==> src/rtl/sha3_pad_absorber_if.sv <==
// Beat-in / block-out handshake bundle for the SHA-3 pad absorber.
// The slave modport is the absorber itself and the master modport is whoever
// feeds messages and consumes blocks.
interface sha3_pad_absorber_if #(
  parameter int IN_BYTES = 8,
  parameter int R        = 576
);
  // Message beat stream
  logic [8*IN_BYTES-1:0]         in_data;
  logic [$clog2(IN_BYTES+1)-1:0] in_keep;
  logic                          in_last;
  logic                          in_valid;
  logic                          in_ready;

  // Rate-sized block stream towards the keccak core
  logic [R-1:0]                  blk_data;
  logic                          blk_first;
  logic                          blk_last;
  logic                          blk_valid;
  logic                          blk_ready;

  modport slave (
    input  in_data, in_keep, in_last, in_valid, blk_ready,
    output in_ready, blk_data, blk_first, blk_last, blk_valid
  );

  modport master (
    output in_data, in_keep, in_last, in_valid, blk_ready,
    input  in_ready, blk_data, blk_first, blk_last, blk_valid
  );
endinterface

==> src/rtl/sha3_pad_absorber.sv <==
// SHA-3 / SHAKE streaming front-end: packs byte beats into rate-sized blocks,
// applies pad10*1 with a domain suffix and hands whole blocks to keccak.
// An exactly rate-aligned message is followed by a pad-only block.
module sha3_pad_absorber #(
  parameter int          D        = 512,
  parameter int          IN_BYTES = 8,
  parameter logic [7:0]  SUFFIX   = 8'h06
) (
  input  logic                 clk,
  input  logic                 reset_n,
  sha3_pad_absorber_if.slave   bus
);

  localparam int R  = 1600 - 2*D;
  localparam int RB = R / 8;
  localparam int CW = $clog2(RB + 1);
  localparam int AW = $clog2(RB);

  // Packing only works when beats tile the block exactly.
  if ((RB % IN_BYTES) != 0) begin : g_bad_beat_width
    $error("sha3_pad_absorber: rate bytes must be a multiple of IN_BYTES");
  end

  typedef enum logic [1:0] {
    FILL,
    EMIT,
    PADBLK
  } state_e;

  // Byte 0 occupies the MSBs, so the buffer maps directly onto blk_data.
  typedef logic [0:RB-1][7:0] block_t;

  state_e         state_q, state_d;
  logic [CW-1:0]  cnt_q, cnt_d;
  block_t         buf_q, buf_d;
  logic           pend_q, pend_d;
  logic           first_q, first_d;
  logic           last_q, last_d;
  logic           ready_q, ready_d;
  logic           accept;

  assign accept  = bus.in_valid & ready_q;
  assign ready_d = (state_d == FILL);

  // Next-state logic: byte packing, padding and block handoff.
  always_comb begin
    // NOTE: every signal gets its hold value first so no path infers a latch.
    state_d = state_q;
    cnt_d   = cnt_q;
    buf_d   = buf_q;
    pend_d  = pend_q;
    first_d = first_q;
    last_d  = last_q;

    unique case (state_q)
      FILL: begin
        if (accept) begin
          // NOTE: blocking assignments here so the pad step below sees the
          // bytes written by this same beat.
          for (int i = 0; i < IN_BYTES; i++) begin
            logic [8*IN_BYTES-1:0] shifted;
            shifted = bus.in_data << (8*i);
            if ((i < int'(bus.in_keep)) && ((int'(cnt_q) + i) < RB)) begin
              buf_d[AW'(int'(cnt_q) + i)] = shifted[8*IN_BYTES-1 -: 8];
            end
          end

          if (!bus.in_last) begin
            if ((int'(cnt_q) + IN_BYTES) >= RB) begin
              cnt_d   = '0;
              last_d  = 1'b0;
              state_d = EMIT;
            end else begin
              cnt_d = cnt_q + CW'(IN_BYTES);
            end
          end else if ((int'(cnt_q) + int'(bus.in_keep)) < RB) begin
            // Room for the suffix: pad inside this block and finish here.
            for (int j = 0; j < RB; j++) begin
              if (j == (int'(cnt_q) + int'(bus.in_keep))) begin
                buf_d[AW'(j)] = SUFFIX;
              end
            end
            buf_d[RB-1] = buf_d[RB-1] | 8'h80;
            cnt_d       = '0;
            last_d      = 1'b1;
            state_d     = EMIT;
          end else begin
            // Block is full of message bytes; padding needs its own block.
            cnt_d   = '0;
            last_d  = 1'b0;
            pend_d  = 1'b1;
            state_d = EMIT;
          end
        end
      end

      EMIT: begin
        if (bus.blk_ready) begin
          buf_d   = '0;
          first_d = 1'b0;
          if (pend_q) begin
            buf_d[0]    = SUFFIX;
            buf_d[RB-1] = 8'h80;
            state_d     = PADBLK;
          end else begin
            if (last_q) begin
              first_d = 1'b1;
            end
            state_d = FILL;
          end
        end
      end

      PADBLK: begin
        if (bus.blk_ready) begin
          buf_d   = '0;
          pend_d  = 1'b0;
          first_d = 1'b1;
          state_d = FILL;
        end
      end

      default: begin
        state_d = FILL;
      end
    endcase
  end

  // State registers; reset discards any partial block and pending pad.
  always_ff @(posedge clk or negedge reset_n) begin
    if (!reset_n) begin
      state_q <= FILL;
      cnt_q   <= '0;
      // NOTE: the buffer is reset because padding relies on unfilled bytes
      // already being zero, and blk_data must read zero out of reset.
      buf_q   <= '0;
      pend_q  <= 1'b0;
      first_q <= 1'b1;
      last_q  <= 1'b0;
      ready_q <= 1'b0;
    end else begin
      // NOTE: non-blocking so every register updates from pre-edge values.
      state_q <= state_d;
      cnt_q   <= cnt_d;
      buf_q   <= buf_d;
      pend_q  <= pend_d;
      first_q <= first_d;
      last_q  <= last_d;
      ready_q <= ready_d;
    end
  end

  // Output decode; data and flags are register-held while a block waits.
  always_comb begin
    bus.in_ready  = ready_q;
    bus.blk_data  = buf_q;
    bus.blk_valid = (state_q == EMIT) || (state_q == PADBLK);
    bus.blk_first = (state_q == EMIT) && first_q;
    bus.blk_last  = ((state_q == EMIT) && last_q) || (state_q == PADBLK);
  end

endmodule

==> src/flat_wrapper.sv <==
// flat-port wrapper written by rule: the top's interface ports become plain ports
module sha3_pad_absorber_flat 
#(
  parameter int          D        = 512,
  parameter int          IN_BYTES = 8,
  parameter logic [7:0]  SUFFIX   = 8'h06
)
  (clk, reset_n, bus_in_data, bus_in_keep, bus_in_last, bus_in_valid, bus_blk_ready, bus_in_ready, bus_blk_data, bus_blk_first, bus_blk_last, bus_blk_valid);
  sha3_pad_absorber_if #(.IN_BYTES(IN_BYTES), .R((576))) bus_i ();
  input  logic clk;
  input  logic reset_n;
  input wire logic [$bits(bus_i.in_data)-1:0] bus_in_data;
  input wire logic [$bits(bus_i.in_keep)-1:0] bus_in_keep;
  input wire logic [$bits(bus_i.in_last)-1:0] bus_in_last;
  input wire logic [$bits(bus_i.in_valid)-1:0] bus_in_valid;
  input wire logic [$bits(bus_i.blk_ready)-1:0] bus_blk_ready;
  output wire logic [$bits(bus_i.in_ready)-1:0] bus_in_ready;
  output wire logic [$bits(bus_i.blk_data)-1:0] bus_blk_data;
  output wire logic [$bits(bus_i.blk_first)-1:0] bus_blk_first;
  output wire logic [$bits(bus_i.blk_last)-1:0] bus_blk_last;
  output wire logic [$bits(bus_i.blk_valid)-1:0] bus_blk_valid;
  assign bus_i.in_data = bus_in_data;
  assign bus_i.in_keep = bus_in_keep;
  assign bus_i.in_last = bus_in_last;
  assign bus_i.in_valid = bus_in_valid;
  assign bus_i.blk_ready = bus_blk_ready;
  assign bus_in_ready = bus_i.in_ready;
  assign bus_blk_data = bus_i.blk_data;
  assign bus_blk_first = bus_i.blk_first;
  assign bus_blk_last = bus_i.blk_last;
  assign bus_blk_valid = bus_i.blk_valid;
  sha3_pad_absorber #(.D(D), .IN_BYTES(IN_BYTES), .SUFFIX(SUFFIX)) u_core (.clk(clk), .reset_n(reset_n), .bus(bus_i));
endmodule
==> config.mk <==
export PLATFORM = sky130hd
export DESIGN_NAME = sha3_pad_absorber_flat
export DESIGN_NICKNAME = d
export VERILOG_FILES = /design/src/rtl/sha3_pad_absorber_if.sv /design/src/rtl/sha3_pad_absorber.sv /design/src/flat_wrapper.sv
export SDC_FILE = /design/constraint.sdc
export NUM_CORES = 1
export LEC_CHECK = 0
export ABC_CLOCK_PERIOD_IN_PS = 2870
export CORE_AREA = 2 2 252 254
export DETAILED_ROUTE_END_ITERATION = 16
export DIE_AREA = 0 0 254 256
export PLACE_DENSITY = 0.8
export SYNTH_ARGS = -nofsm -noshare
export SYNTH_HDL_FRONTEND = slang
export SYNTH_SLANG_ARGS = --single-unit
==> constraint.sdc <==
create_clock -name clk -period 2.87 [get_ports clk]
set_input_delay 0.574 -clock clk [delete_from_list [all_inputs] [get_ports clk]]
set_output_delay 0.574 -clock clk [all_outputs]
set_load 0.01 [all_outputs]
# Word level (Yosys, flattened, before mapping)
# Cells that the tools add are included.
dict set report classes {
  add_sub_neg 10
  n_lt_le_gt_ge 34
  n_bitwise 9
  eq_ne 70
  muxes 142
  reduce_logical 32
}
# op count
set ops {}
lappend ops {{$mux 576} 25}
lappend ops {{$bwmux 576} 8}
lappend ops {{$pmux 576 s3} 1}
lappend ops {{$eq 7x32->1 const A} 32}
lappend ops {{$mux 512} 2}
lappend ops {{$mux 8} 75}
lappend ops {{$eq 6x32->1 const A} 16}
lappend ops {{$demux 8 s7} 8}
lappend ops {{$eq 5x32->1 const A} 8}
lappend ops {{$lt 32x8->1 const B} 8}
lappend ops {{$eq 4x32->1 const A} 4}
lappend ops {{$eq 3x32->1 const A} 2}
lappend ops {{$ge 7x8->1 const B} 8}
lappend ops {{$lt 7x1->1 const B} 8}
lappend ops {{$not 7->7} 8}
lappend ops {{$add 7x3->8 const B} 4}
lappend ops {{$eq 2x32->1 const A} 1}
lappend ops {{$ge 32x8->1 const B} 1}
lappend ops {{$logic_not 32->1} 1}
lappend ops {{$logic_and 1x1->1} 18}
lappend ops {{$add 7x2->8 const B} 2}
lappend ops {{$lt 3x4->1 const A} 4}
lappend ops {{$mux 7} 2}
lappend ops {{$mux 2} 6}
lappend ops {{other kinds (24)} 45}
dict set report word_totals {
  elab_cells 375
  reg_bits 589
  in_bits 73
}

# Logic depth before layout (Yosys ltp)
dict set report depth {
  word_depth 40
  mapped_depth 11
}

# Worst setup path after synthesis
# No wires, ideal clock.
dict set report synth_timing {
  path_type {register -> register}
  startpoint {register u_core.cnt_q[4]}
  endpoint {register u_core.buf_q, in the netlist u_core.bus.blk_data[536]}
  t_arrival_ps 2363
  setup_slack_ps 384
  path_stages_with_launch 10
  t_required_ps 2747
  n_path_buf 3
  cell_sequence {dfrtp_1 -> buf_2 -> inv_1 -> ha_1 -> or3b_2 -> clkbuf_1 -> or4_1 -> buf_2 -> mux2i_1 -> nor2_1}
}
dict set report synth_via {
  elab_chain_len 40
  word_cells_on_any_way 109
  classes_between {8 x add/sub; 25 x order compare; 1 x eq/ne; 51 x mux; 8 x bitwise; 16 x reduce/logical}
}
# element line_no
set synth_rtl {}
lappend synth_rtl {{from (decl)} sha3_pad_absorber.sv:34} ;# logic [CW-1:0] cnt_q, cnt_d;
lappend synth_rtl {{from (signal assigned)} sha3_pad_absorber.sv:144} ;# cnt_q <= cnt_d;
lappend synth_rtl {{branches (longest 37 deep; another with $add 7x1->8)} --}
lappend synth_rtl {{$mux 512 (*)} sha3_pad_absorber.sv:68} ;# if (!bus.in_last) begin
lappend synth_rtl {{$mux 576 (*)} sha3_pad_absorber.sv:57} ;# if (accept) begin
lappend synth_rtl {{$pmux 576 s3 (*)} sha3_pad_absorber.sv:55} ;# unique case (state_q)
lappend synth_rtl {{to (signal assigned)} sha3_pad_absorber.sv:145} ;# buf_q <= buf_d;
lappend synth_rtl {{to (decl)} sha3_pad_absorber.sv:35} ;# block_t buf_q, buf_d;
# Mark *: on every way between the ends. The select of a mux whose other input is x is not followed.
# A chain may end at the register's enable or synchronous reset.

# Worst setup path in the final report
dict set report layout_timing {
  startpoint {register u_core.state_q[0]}
  endpoint {register u_core.buf_q, in the netlist u_core.bus.blk_data[391]}
}
dict set report layout_via {
  elab_chain_len 3
  word_cells_on_any_way 9
  classes_between {5 x eq/ne; 1 x mux; 3 x reduce/logical}
}
# element line_no
set layout_rtl {}
lappend layout_rtl {{from (decl)} sha3_pad_absorber.sv:33} ;# state_e state_q, state_d;
lappend layout_rtl {{from (signal assigned)} sha3_pad_absorber.sv:143} ;# state_q <= state_d;
lappend layout_rtl {{$eq 2x1->1 (tied with other cells)} sha3_pad_absorber.sv:55}
lappend layout_rtl {{$ne 2x2->1 (no line) (tied with other cells)} --}
lappend layout_rtl {{$reduce_and 4->1 (no line)} --}
# Parallel ways exist; a longest one is shown, timed or not.

==> flow_summary.ini <==
[yosys]
synth_top_area_share_pct = 56.5
syn_area_per_cell_sq_um = 10.7
ys_ff_latch = 586
netlist_area_sq_mm = 0.0259
synth.net_count = 2511
yosysSeqAreaShare_pct = 56.6
yosysTopAreaCell = dfrtp_1
yosys-top-cells-area = dfrtp_1 (57%), mux2i_1 (13%), nor2_1 (7.3%)
synthArstFlopShare_pct = 100
synth_edf_count = 0
ys.flop_type = dfrtp_1
yosys_warnings = 0
syn_inst = 2427
yosysUniqueCellTypes = 77

[grt]
grt_pass1_wl_um = 149000
grt_max_degree = 77
gr-usage-all-layers_pct = 30.2
antenna_found_initial = 5
overflow = 0
grt_pass1_vias = 23000

[cells_and_area]
most-common-layout-cells = clkdlybuf4s50_1 (649), dfrtp_1 (585), nor2_1 (499), mux2i_1 (337), buf_4 (191)
final_common_cell = clkdlybuf4s50_1
drive_gt1_share_pct = 12.0
n_fill_cell = 5122
area_growth_pct = 43.0
fin_nets = 3281
stdcell_area_sq_mm = 0.0371
final_util_pct = 59.4

[clock_tree]
cts_sinks = 586
clk_pin_slew_ps = 60
cts-buffers-inserted = 60
cts.path.max_buffers = 3
clockRootBuffer = clkbuf_16
cts_tree = done
h-tree-depth = 2
clk_latency_ps = 640

[worst_setup_path]
worstPathArrival_ps = 3250
reg2reg_depth = 10
worstPathRequired_ps = 3370
reg2reg_from = u_core.state_q[0]$_DFF_PN0_
r2r-end = u_core.bus.blk_data[391]$_DFFE_PN0P_
startpoint_type = flip-flop
cpMostUsedCell = buf_4
end_kind = flip-flop
path_max_fanout = 30
r2r_slack_ps = 120
critPathKind = flip-flop to flip-flop
cp_cell_sequence = inv_1 -> ha_1 -> o21ba_1 -> buf_4 -> nor3_4 -> buf_4 -> buf_12 -> nand3_1 -> mux2i_1 -> nor2_1
cp_slowest_stage_delay_ps = 430
critPathSlowestCell = dfrtp_1

[sta]
worst_slack_ps = 116
rsz0062_at_grt = yes
slew_violations = 0
min_period_over_period_pct = 95.9
max_slew_margin_pct = 46.1
max_freq_mhz = 363
hold_viol = 0
fin_crit_ps = 2750
setup_viol = 0
tightest_slew_ps = 808
final.setup_skew_ps = 18.9

[power_and_ir_drop]
ir_drop_mv = 0.510
pwr_density_cell_mw_per_mm2 = 986
total_leakage_power_nw = 18.5

[die]
fp.dieW_um = 254
initial_core_util_pct = 41.5
die_area_sq_mm = 0.0650
dieHeight_um = 256
io_pins = 653
core_area_sq_mm = 0.0624
rows = 92

[place]
place_ws_ps = -121
place_area_sq_mm = 0.0350
dpl.hpwl_um = 73900
portBuffers = 652
place_congestion = 0.891

[routing]
wirelength_um = 99600
drc = 0
first_pass_iters = 6
antenna_left = 0
routed_via_density = 5.53
drtIter0Drc = 1810
route.vias.total = 22700
wl_per_cell_um = 24.3

[hold_path]
worstHoldStart = u_core.bus.blk_data[23]$_DFFE_PN0P_
min_path_cells = 1
hp-class = flip-flop to flip-flop
whs_endpoint = u_core.bus.blk_data[23]$_DFFE_PN0P_

[run_status]
status = finished, final reports clean

[flow_run]
drv_cap = 0
## flip-flops by register name (all words and copies together) (netlist names)
register,count
u_core.bus.blk_data,576
u_core.cnt_q,4
u_core.state_q,2
u_core.bus.in_ready,1
u_core.first_q,1
u_core.last_q,1
u_core.pend_q,1
## through the flow
step | instances | TNS, ps | hold WS, ps | power (W)
after floorplan | 2427 | 0 | 278 | 0.0192
after global placement | 3979 | -3150 | 468 | 0.0281
after detailed placement | 3979 | -9330 | 470 | 0.0284
after CTS | 4095 | 0 | 489 | 0.0366
after global routing | 4097 | -75.6 | 507 | 0.0383
final | 4100 | 0 | 487 | 0.0365
## synth_stat cells (all sizes together), types with 6 or more instances
cell and n:
and2 74, o221a 20, a311oi 11, nand3b 7
o32ai 16, inv 14, nor3 27, nor2b 6
a22o 57, clkbuf 96, buf 75, o21ai 68
o22ai 58, o22a 7, mux2i 337, nand3 96
dfrtp 585, nor2 503, ha 11, and3b 6
o21a 54, nand2 121, a21oi 92, nor3b 8
## timing repair
action                                 in CTS  in global routing
setup endpoints to repair                   1                 12
hold buffers                                1                  0
setup buffers                               1                  0
gates resized for setup                     0                  3
pin swaps                                   1                  1
endpoints found under the hold margin      15                  0
## routing by layer
| metal | up-vias | routed length [um] | GRT usage [%] |
|---|---|---|---|
| met5 | - | 13 | 0 |
| met4 | 2 | 3820 | 11.6 |
| met3 | 233 | 9410 | 8.95 |
| met2 | 1066 | 46800 | 48.5 |
| met1 | 11300 | 39600 | 38.5 |
| li1 | 10000 | - | - |
## worst max-delay path, delay by kind of cell (launching register included)
kind / cells / cell delay [ps]
muxes: 1 / 300
buffers and inverters: 4 / 660
AOI/OAI and AO/OA: 1 / 210
adders and majority gates: 1 / 280
DFF: 1 / 430
and+or+nand+nor: 3 / 720
## how the worst max path moves through the flow
stage	start	end	slack, ps	depth (start not counted)
5_1_grt	u_core.state_q[0]$_DFF_PN0_	u_core.bus.blk_data[248]$_DFFE_PN0P_	-20	9
6_report	u_core.state_q[0]$_DFF_PN0_	u_core.bus.blk_data[391]$_DFFE_PN0P_	120	10
3_3_place_gp	bus_in_keep[3]	u_core.bus.blk_data[560]$_DFFE_PN0P_	-90	9
2_1_floorplan	u_core.cnt_q[4]$_DFFE_PN0P_	u_core.bus.blk_data[536]$_DFFE_PN0P_	380	9
3_5_place_dp	bus_in_keep[3]	u_core.bus.blk_data[460]$_DFFE_PN0P_	-120	9
4_1_cts	u_core.state_q[1]$_DFF_PN0_	bus_blk_first	20	5
## power by group
group / total (W) / internal (W) / switching (W) / leakage [nW]
sequential: 0.0115 / 0.0102 / 0.00127 / 8.00
combinational: 0.0169 / 0.00739 / 0.00951 / 9.45
clock: 0.00812 / 0.00467 / 0.00346 / 1.01
total: 0.0365 / 0.0223 / 0.0142 / 18.5
## final cells by class
cell class / count / area [sq um] / share of cell area [%]
Inverter: 14 / 52.6 / 0.142
Antenna cell: 5 / 12.5 / 0.0338
Clock inverter: 25 / 294 / 0.794
Clock buffer: 89 / 1740 / 4.70
Multi-Input combinational cell: 1656 / 10600 / 28.5
Timing Repair Buffer: 879 / 8680 / 23.4
Tap cell: 846 / 1060 / 2.86
Sequential cell: 586 / 14700 / 39.6
## cell families after synthesis
group | synth area share, %
buffers and inverters | 2.88
AO/OA/AOI/OAI | 11.2
AND/OR/NAND/NOR | 15.6
multiplexers | 13.0
flip-flops | 56.6
adder cells (fa/ha/maj) | 0.531
XOR/XNOR | 0.101
(Power assumes the default switching activity.)
